[src/rtl/txt_pkg.sv]
// txt_pkg: shared geometry, text-word field layout and pipeline-stage records
// for the text-mode renderer.
package txt_pkg;
    localparam int COLS_DEF  = 80;
    localparam int ROWS_DEF  = 30;
    localparam int CELL_W    = 8;
    localparam int CELL_H    = 16;
    localparam int PIPE_LAT  = 4;
    localparam int GLYPH_LSB = 0;
    localparam int GLYPH_W   = 7;
    localparam int INV_BIT   = 7;
    localparam int FG_LSB    = 8;
    localparam int BG_LSB    = 12;

    typedef struct packed {
        logic       v;
        logic       oob;
        logic       hit;
        logic [2:0] px;
        logic [3:0] py;
    } s1_t;

    typedef struct packed {
        logic       v;
        logic       oob;
        logic       hit;
        logic [2:0] px;
        logic       inv;
        logic [3:0] fg;
        logic [3:0] bg;
    } s2_t;

    typedef struct packed {
        logic       v;
        logic       pix;
        logic [3:0] fg;
        logic [3:0] bg;
    } s3_t;

    // Constant multiply as a sum of shifted copies of row, one per set bit of k.
    function automatic logic [11:0] mul_const(input logic [4:0] row, input logic [11:0] k);
        logic [11:0] acc;
        acc = '0;
        for (int i = 0; i < 12; i++)
            if (k[i]) acc = acc + (12'(row) << i);
        return acc;
    endfunction
endpackage

[src/rtl/sync_delay.sv]
// sync_delay: fixed-depth register delay line, cleared by the asynchronous reset.
module sync_delay #(
    parameter int DEPTH = 4,
    parameter int WIDTH = 1
) (
    input  logic             clk,
    input  logic             rst_n,
    input  logic [WIDTH-1:0] din,
    output logic [WIDTH-1:0] dout
);
    logic [DEPTH-1:0][WIDTH-1:0] pipe_q, pipe_d;

    always_comb begin
        pipe_d[0] = din;
        for (int i = 1; i < DEPTH; i++) pipe_d[i] = pipe_q[i-1];
    end

    always_ff @(posedge clk or negedge rst_n) begin
        if (!rst_n) pipe_q <= '0;
        else        pipe_q <= pipe_d;
    end

    assign dout = pipe_q[DEPTH-1];
endmodule

[src/rtl/text_render_ctrl.sv]
// text_render_ctrl: four-stage text-mode pixel pipeline: cell address, font
// fetch, pixel select with inverse/cursor, then registered colour.
module text_render_ctrl
    import txt_pkg::*;
#(
    parameter int COLS         = COLS_DEF,
    parameter int ROWS         = ROWS_DEF,
    parameter int BLINK_FRAMES = 32
) (
    input  logic        clk,
    input  logic        rst_n,
    input  logic        de_in,
    input  logic        hs_in,
    input  logic        vs_in,
    output logic [11:0] txt_addr,
    input  logic [15:0] txt_data,
    output logic [10:0] font_addr,
    input  logic [7:0]  font_data,
    input  logic [6:0]  cursor_col,
    input  logic [4:0]  cursor_row,
    input  logic        cursor_en,
    output logic        de_out,
    output logic        hs_out,
    output logic        vs_out,
    output logic [3:0]  color
);
    localparam logic [7:0] COLS_L     = 8'(COLS);
    localparam logic [5:0] ROWS_L     = 6'(ROWS);
    localparam logic [4:0] BLINK_LAST = 5'(BLINK_FRAMES - 1);

    logic [9:0]  px_q, px_d;
    logic [8:0]  py_q, py_d;
    logic        de_prev_q, vs_prev_q, blink_q, blink_d;
    logic [4:0]  blink_cnt_q, blink_cnt_d;
    logic [11:0] txt_addr_q, txt_addr_d;
    logic [3:0]  color_q, color_d;
    logic [2:0]  tim;
    logic        de_fall, vs_rise, wrap;
    s1_t         s1_q, s1_d;
    s2_t         s2_q, s2_d;
    s3_t         s3_q, s3_d;

    function automatic logic oob(input logic [6:0] col, input logic [4:0] row);
        return {1'b0, col} >= COLS_L || {1'b0, row} >= ROWS_L;
    endfunction

    always_comb begin
        de_fall     = de_prev_q & ~de_in;
        vs_rise     = vs_in & ~vs_prev_q;
        wrap        = vs_rise && blink_cnt_q == BLINK_LAST;
        px_d        = de_in ? px_q + 10'd1 : '0;
        py_d        = vs_rise ? '0 : de_fall ? py_q + 9'd1 : py_q;
        blink_cnt_d = wrap ? '0 : vs_rise ? blink_cnt_q + 5'd1 : blink_cnt_q;
        blink_d     = blink_q ^ wrap;
        // Built from next-state px/py so the registered address is presented in the pixel's own S1 cycle.
        txt_addr_d  = oob(px_d[9:3], py_d[8:4]) ? '0 : mul_const(py_d[8:4], 12'(COLS)) + 12'(px_d[9:3]);
        s1_d = '{v: de_in, oob: oob(px_q[9:3], py_q[8:4]),
                 hit: px_q[9:3] == cursor_col && py_q[8:4] == cursor_row,
                 px: px_q[2:0], py: py_q[3:0]};
        s2_d = '{v: s1_q.v, oob: s1_q.oob, hit: s1_q.hit, px: s1_q.px, inv: txt_data[INV_BIT],
                 fg: txt_data[FG_LSB +: 4], bg: txt_data[BG_LSB +: 4]};
        s3_d = '{v: s2_q.v & ~s2_q.oob,
                 pix: font_data[~s2_q.px] ^ s2_q.inv ^ (s2_q.hit & blink_q & cursor_en),
                 fg: s2_q.fg, bg: s2_q.bg};
        color_d = s3_q.v ? (s3_q.pix ? s3_q.fg : s3_q.bg) : '0;
    end

    always_ff @(posedge clk or negedge rst_n) begin
        if (!rst_n) begin
            px_q        <= '0;
            py_q        <= '0;
            de_prev_q   <= 1'b0;
            vs_prev_q   <= 1'b0;
            blink_cnt_q <= '0;
            blink_q     <= 1'b0;
            txt_addr_q  <= '0;
            s1_q        <= '0;
            s2_q        <= '0;
            s3_q        <= '0;
            color_q     <= '0;
        end else begin
            px_q        <= px_d;
            py_q        <= py_d;
            de_prev_q   <= de_in;
            vs_prev_q   <= vs_in;
            blink_cnt_q <= blink_cnt_d;
            blink_q     <= blink_d;
            txt_addr_q  <= txt_addr_d;
            s1_q        <= s1_d;
            s2_q        <= s2_d;
            s3_q        <= s3_d;
            color_q     <= color_d;
        end
    end

    sync_delay #(.DEPTH(PIPE_LAT), .WIDTH(3)) u_dly (
        .clk  (clk),
        .rst_n(rst_n),
        .din  ({de_in, hs_in, vs_in}),
        .dout (tim)
    );

    assign {de_out, hs_out, vs_out} = tim;
    assign txt_addr  = txt_addr_q;
    assign font_addr = s1_q.v ? {txt_data[GLYPH_LSB +: GLYPH_W], s1_q.py} : '0;
    assign color     = color_q;
endmodule

[config.mk]
export PLATFORM = sky130hd
export DESIGN_NAME = text_render_ctrl
export DESIGN_NICKNAME = d
export VERILOG_FILES = /design/src/rtl/txt_pkg.sv /design/src/rtl/sync_delay.sv /design/src/rtl/text_render_ctrl.sv
export SDC_FILE = /design/constraint.sdc
export NUM_CORES = 1
export LEC_CHECK = 0
export ABC_AREA = 1
export CORE_MARGIN = 4
export CORE_UTILIZATION = 50
export CTS_CLUSTER_SIZE = 20
export DETAILED_ROUTE_END_ITERATION = 10
export PLACE_DENSITY = 0.78
export SLEW_MARGIN = 20
export SYNTH_ARGS = -nofsm -noshare
export SYNTH_HDL_FRONTEND = slang
export SYNTH_HIERARCHICAL = 1
export SYNTH_SLANG_ARGS = --single-unit
[constraint.sdc]
create_clock -name clk -period 6.35 [get_ports clk]
set_input_delay 1.5875 -clock clk [delete_from_list [all_inputs] [get_ports clk]]
set_output_delay 1.5875 -clock clk [all_outputs]
set_load 0.1 [all_outputs]
==> summary.txt <==
Placement
  • RD Place Congestion: 0.9129
  • Port bufs: 71
  • Dpl ws: 1.459 ns
  • Post-DP HPWL: 5.308 mm

Timing
  • Final Max Tran Viols: 0
  • RSZ-0062 raised after global routing: false
  • Setup Viol. Count Final: 0
  • Worst slew pin tran: 0.9924 ns
  • Skew final: 0.009045 ns
  • Fin worst setup slack: 1.456 ns
  • Slew headroom: 0.3363
  • Final TNS setup: 0 ns
  • FMAX: 0.2043 GHz
  • Ratio of final minimum period to clock period: 0.7707
  • Final min period: 4.894 ns
  • Final hold violations: 0

Critical path
  • Critical path capture point type: primary output
  • Slowest cell on the critical path: clkdlybuf4s50_1
  • Cell mode on critical path: clkdlybuf4s50_1
  • RR Endpoint: txt_addr[9]$_DFF_PN0_
  • Critical Setup Path Class: input port to primary output
  • Largest stage delay, worst path: 1.13 ns
  • CP cell instances: clkdlybuf4s50_1 > nand2_1 > inv_1 > clkdlybuf4s50_1
  • Critical Path RT: 4.76 ns
  • R2R Path Start: s1_q[9]$_DFF_PN0_
  • R2R cell count: 15
  • Buffers & Inverters on Critical Path: 3
  • Worst reg2reg setup slack: 3.06 ns
  • CP Max Fanout: 1
  • Top delay family on crit path: buffers and inverters
  • Arr. time, crit path: 3.31 ns
  • Worst setup SP type: input port

Floorplan
  • Core Footprint: 0.007292 mm2
  • # rows: 31
  • Chip height: 94.79 um
  • Die area: 0.008985 mm2
  • # IOs: 72
  • Width of the die: 94.79 um
  • Initial core utilization: 0.5165

Routing
  • Post-route DRC: 0
  • Drt first pass iters: 4
  • Number of nets still failing antenna checks after routing: 0
  • Vias: 2670
  • WL final: 7.200 mm
  • Via density: 4.837
  • WL/cell: 13.04 um
  • Iter 0 DRT Violations: 176

Clock tree
  • Worst-Skew Late Latency: 0.35 ns
  • CTS Buf Count: 9
  • Clock sink total: 89
  • Hold_buf cts: 0
  • Post-CTS Setup Bufs: 0
  • Post-CTS Resized: 0
  • H-tree levels: 3
  • Longest Clk Path Bufs: 2
  • Clk pin slew, worst setup/hold paths: 0.08 ns
  • CTS Root Buffer Type: clkbuf_8
  • TritonCTS clock tree: done

Flow run
  • Max_cap viols: 0

Yosys
  • Seq cells post-synth: 89
  • Cells after Synth: 370
  • Register area share after synthesis: 0.5914
  • Yosys Warn Count: 6
  • Syn Area/Cell: 10.18 um2
  • Mapped Area: 0.003766 mm2
  • Cell variety after synth: 34
  • Syn_nets: 427

Global routing
  • First-pass GRT wire length: 12.27 mm
  • Largest net degree at the start of global routing: 90
  • Tot GR Track Use: 0.1762
  • Vias in the first global route: 2671
  • Total congestion overflow: 0
  • Antenna violations before repair: 0

Outcome
  • Outcome: finished, final reports clean

Final layout
  • Ant. Diodes: 0
  • Area grow syn2layout: 27.47%
  • Most frequent cells in the layout: 89 x dfrtp_1, 70 x clkdlybuf4s50_1, 59 x nand2_1, 55 x inv_1, 33 x nor2_1
  • Fin nets: 505
  • Final Util: 0.6584
  • Commonest non-fill, non-tap cell in the layout: dfrtp_1
  • Layout cells sized above 1: 0.1148

Power
  • Leakage power: 2.382 nW
  • Max VDD drop: 0.1161 mV
  • PD cells: 256.8 mW/mm2

Hold path
  • Worst Hold Launch: s1_q[5]$_DFF_PN0_
  • WHS Endpoint: s2_q[10]$_DFF_PN0_
  • Hold Path Depth: 0
  • HP Class: flop to flop
worst max path at each step:
stage | start | to | cells past startpoint
after floorplan | de_in | txt_addr[9]$_DFF_PN0_ | 16
after global placement | txt_data[5] | font_addr[9] | 4
after detailed placement | txt_data[1] | font_addr[5] | 4
after CTS | txt_data[6] | font_addr[10] | 4
after global routing | txt_data[1] | font_addr[5] | 4
final | txt_data[1] | font_addr[5] | 4
cell usage after synthesis, drive strengths merged:
library cell	n	area, um2
ha	13	162.7
nand3	21	127.6
fa	2	40.04
dfrtp	89	2227
xnor2	9	78.83
mux2i	1	10.01
xor2	9	78.83
o211ai	1	7.510
clkbuf	2	7.510
o21ai	18	90.08
o221ai	1	8.760
inv	63	239.0
nand4	5	31.28
o21a	1	7.510
clkinv	1	3.750
nand2	64	252.7
a21oi	7	35.03
o31ai	1	7.510
a31oi	2	12.51
nor2	51	270.3
nor3b	1	7.510
nor3	6	41.29
buf	2	18.77
area by class of cell:
class,count,area [um2]
Timing Repair Buffer,71,711.9
Tap cell,99,123.9
Clock buffer,9,123.9
Fill cell,584,2491
Inverter,64,242.7
Multi-Input combinational cell,213,1270
Clock inverter,7,101.3
Sequential cell,89,2227
cell families (layout without fill, tap and decap cells):
group	after synthesis	in the layout	share of synthesized area
AND/OR/NAND/NOR	148	148	0.1940
multiplexers	1	1	0.002658
flip-flops	89	89	0.5914
XOR/XNOR	18	18	0.04186
buffers and inverters	68	151	0.07143
adder cells (fa/ha/maj)	15	15	0.05382
AO/OA/AOI/OAI	31	31	0.04485
state kept, by name, summed over array words and instances, names as in the netlist:
register      cells
s2_q             15
txt_addr         12
px_q             10
s1_q             10
s3_q             10
py_q              9
u_dly/pipe_d      9
blink_cnt_q       5
color             4
u_dly/dout        3
blink_q           1
vs_prev_q         1
power by group:
part | leakage (nW) | internal, W | total (W) | switching (W)
Sequential | 1.14 | 0.000607 | 0.000634 | 0.0000269
Clock | 0.112 | 0.000226 | 0.000424 | 0.000199
Combinational | 1.13 | 0.0000617 | 0.000175 | 0.000113
Total | 2.38 | 0.000894 | 0.00123 | 0.000339
per-layer routing:
layer / vias to the layer above / track usage / part of all wire
li1: 1304 / - / -
met1: 1276 / 0.2232 / 0.41
met2: 77 / 0.2936 / 0.51
met3: 13 / 0.03426 / 0.055
met4: 0 / 0.07813 / 0.021
met5: - / 0 / 0
metrics by stage:
| step | power (W) | instances | hold WS, ns | instance area [um2] |
|---|---|---|---|---|
| 3_5_place_dp | 0.0008222 | 536 | 0.3347 | 4572 |
| 4_1_cts | 0.001249 | 552 | 0.3548 | 4797 |
| 5_1_grt | 0.001296 | 552 | 0.3588 | 4801 |
| 2_1_floorplan | 0.0007486 | 370 | 0.3312 | 3766 |
| 6_report | 0.001233 | 552 | 0.3512 | 4801 |
| 3_3_place_gp | 0.0008126 | 536 | 0.3315 | 4572 |
Note: power is estimated with default switching activity, not from simulation.
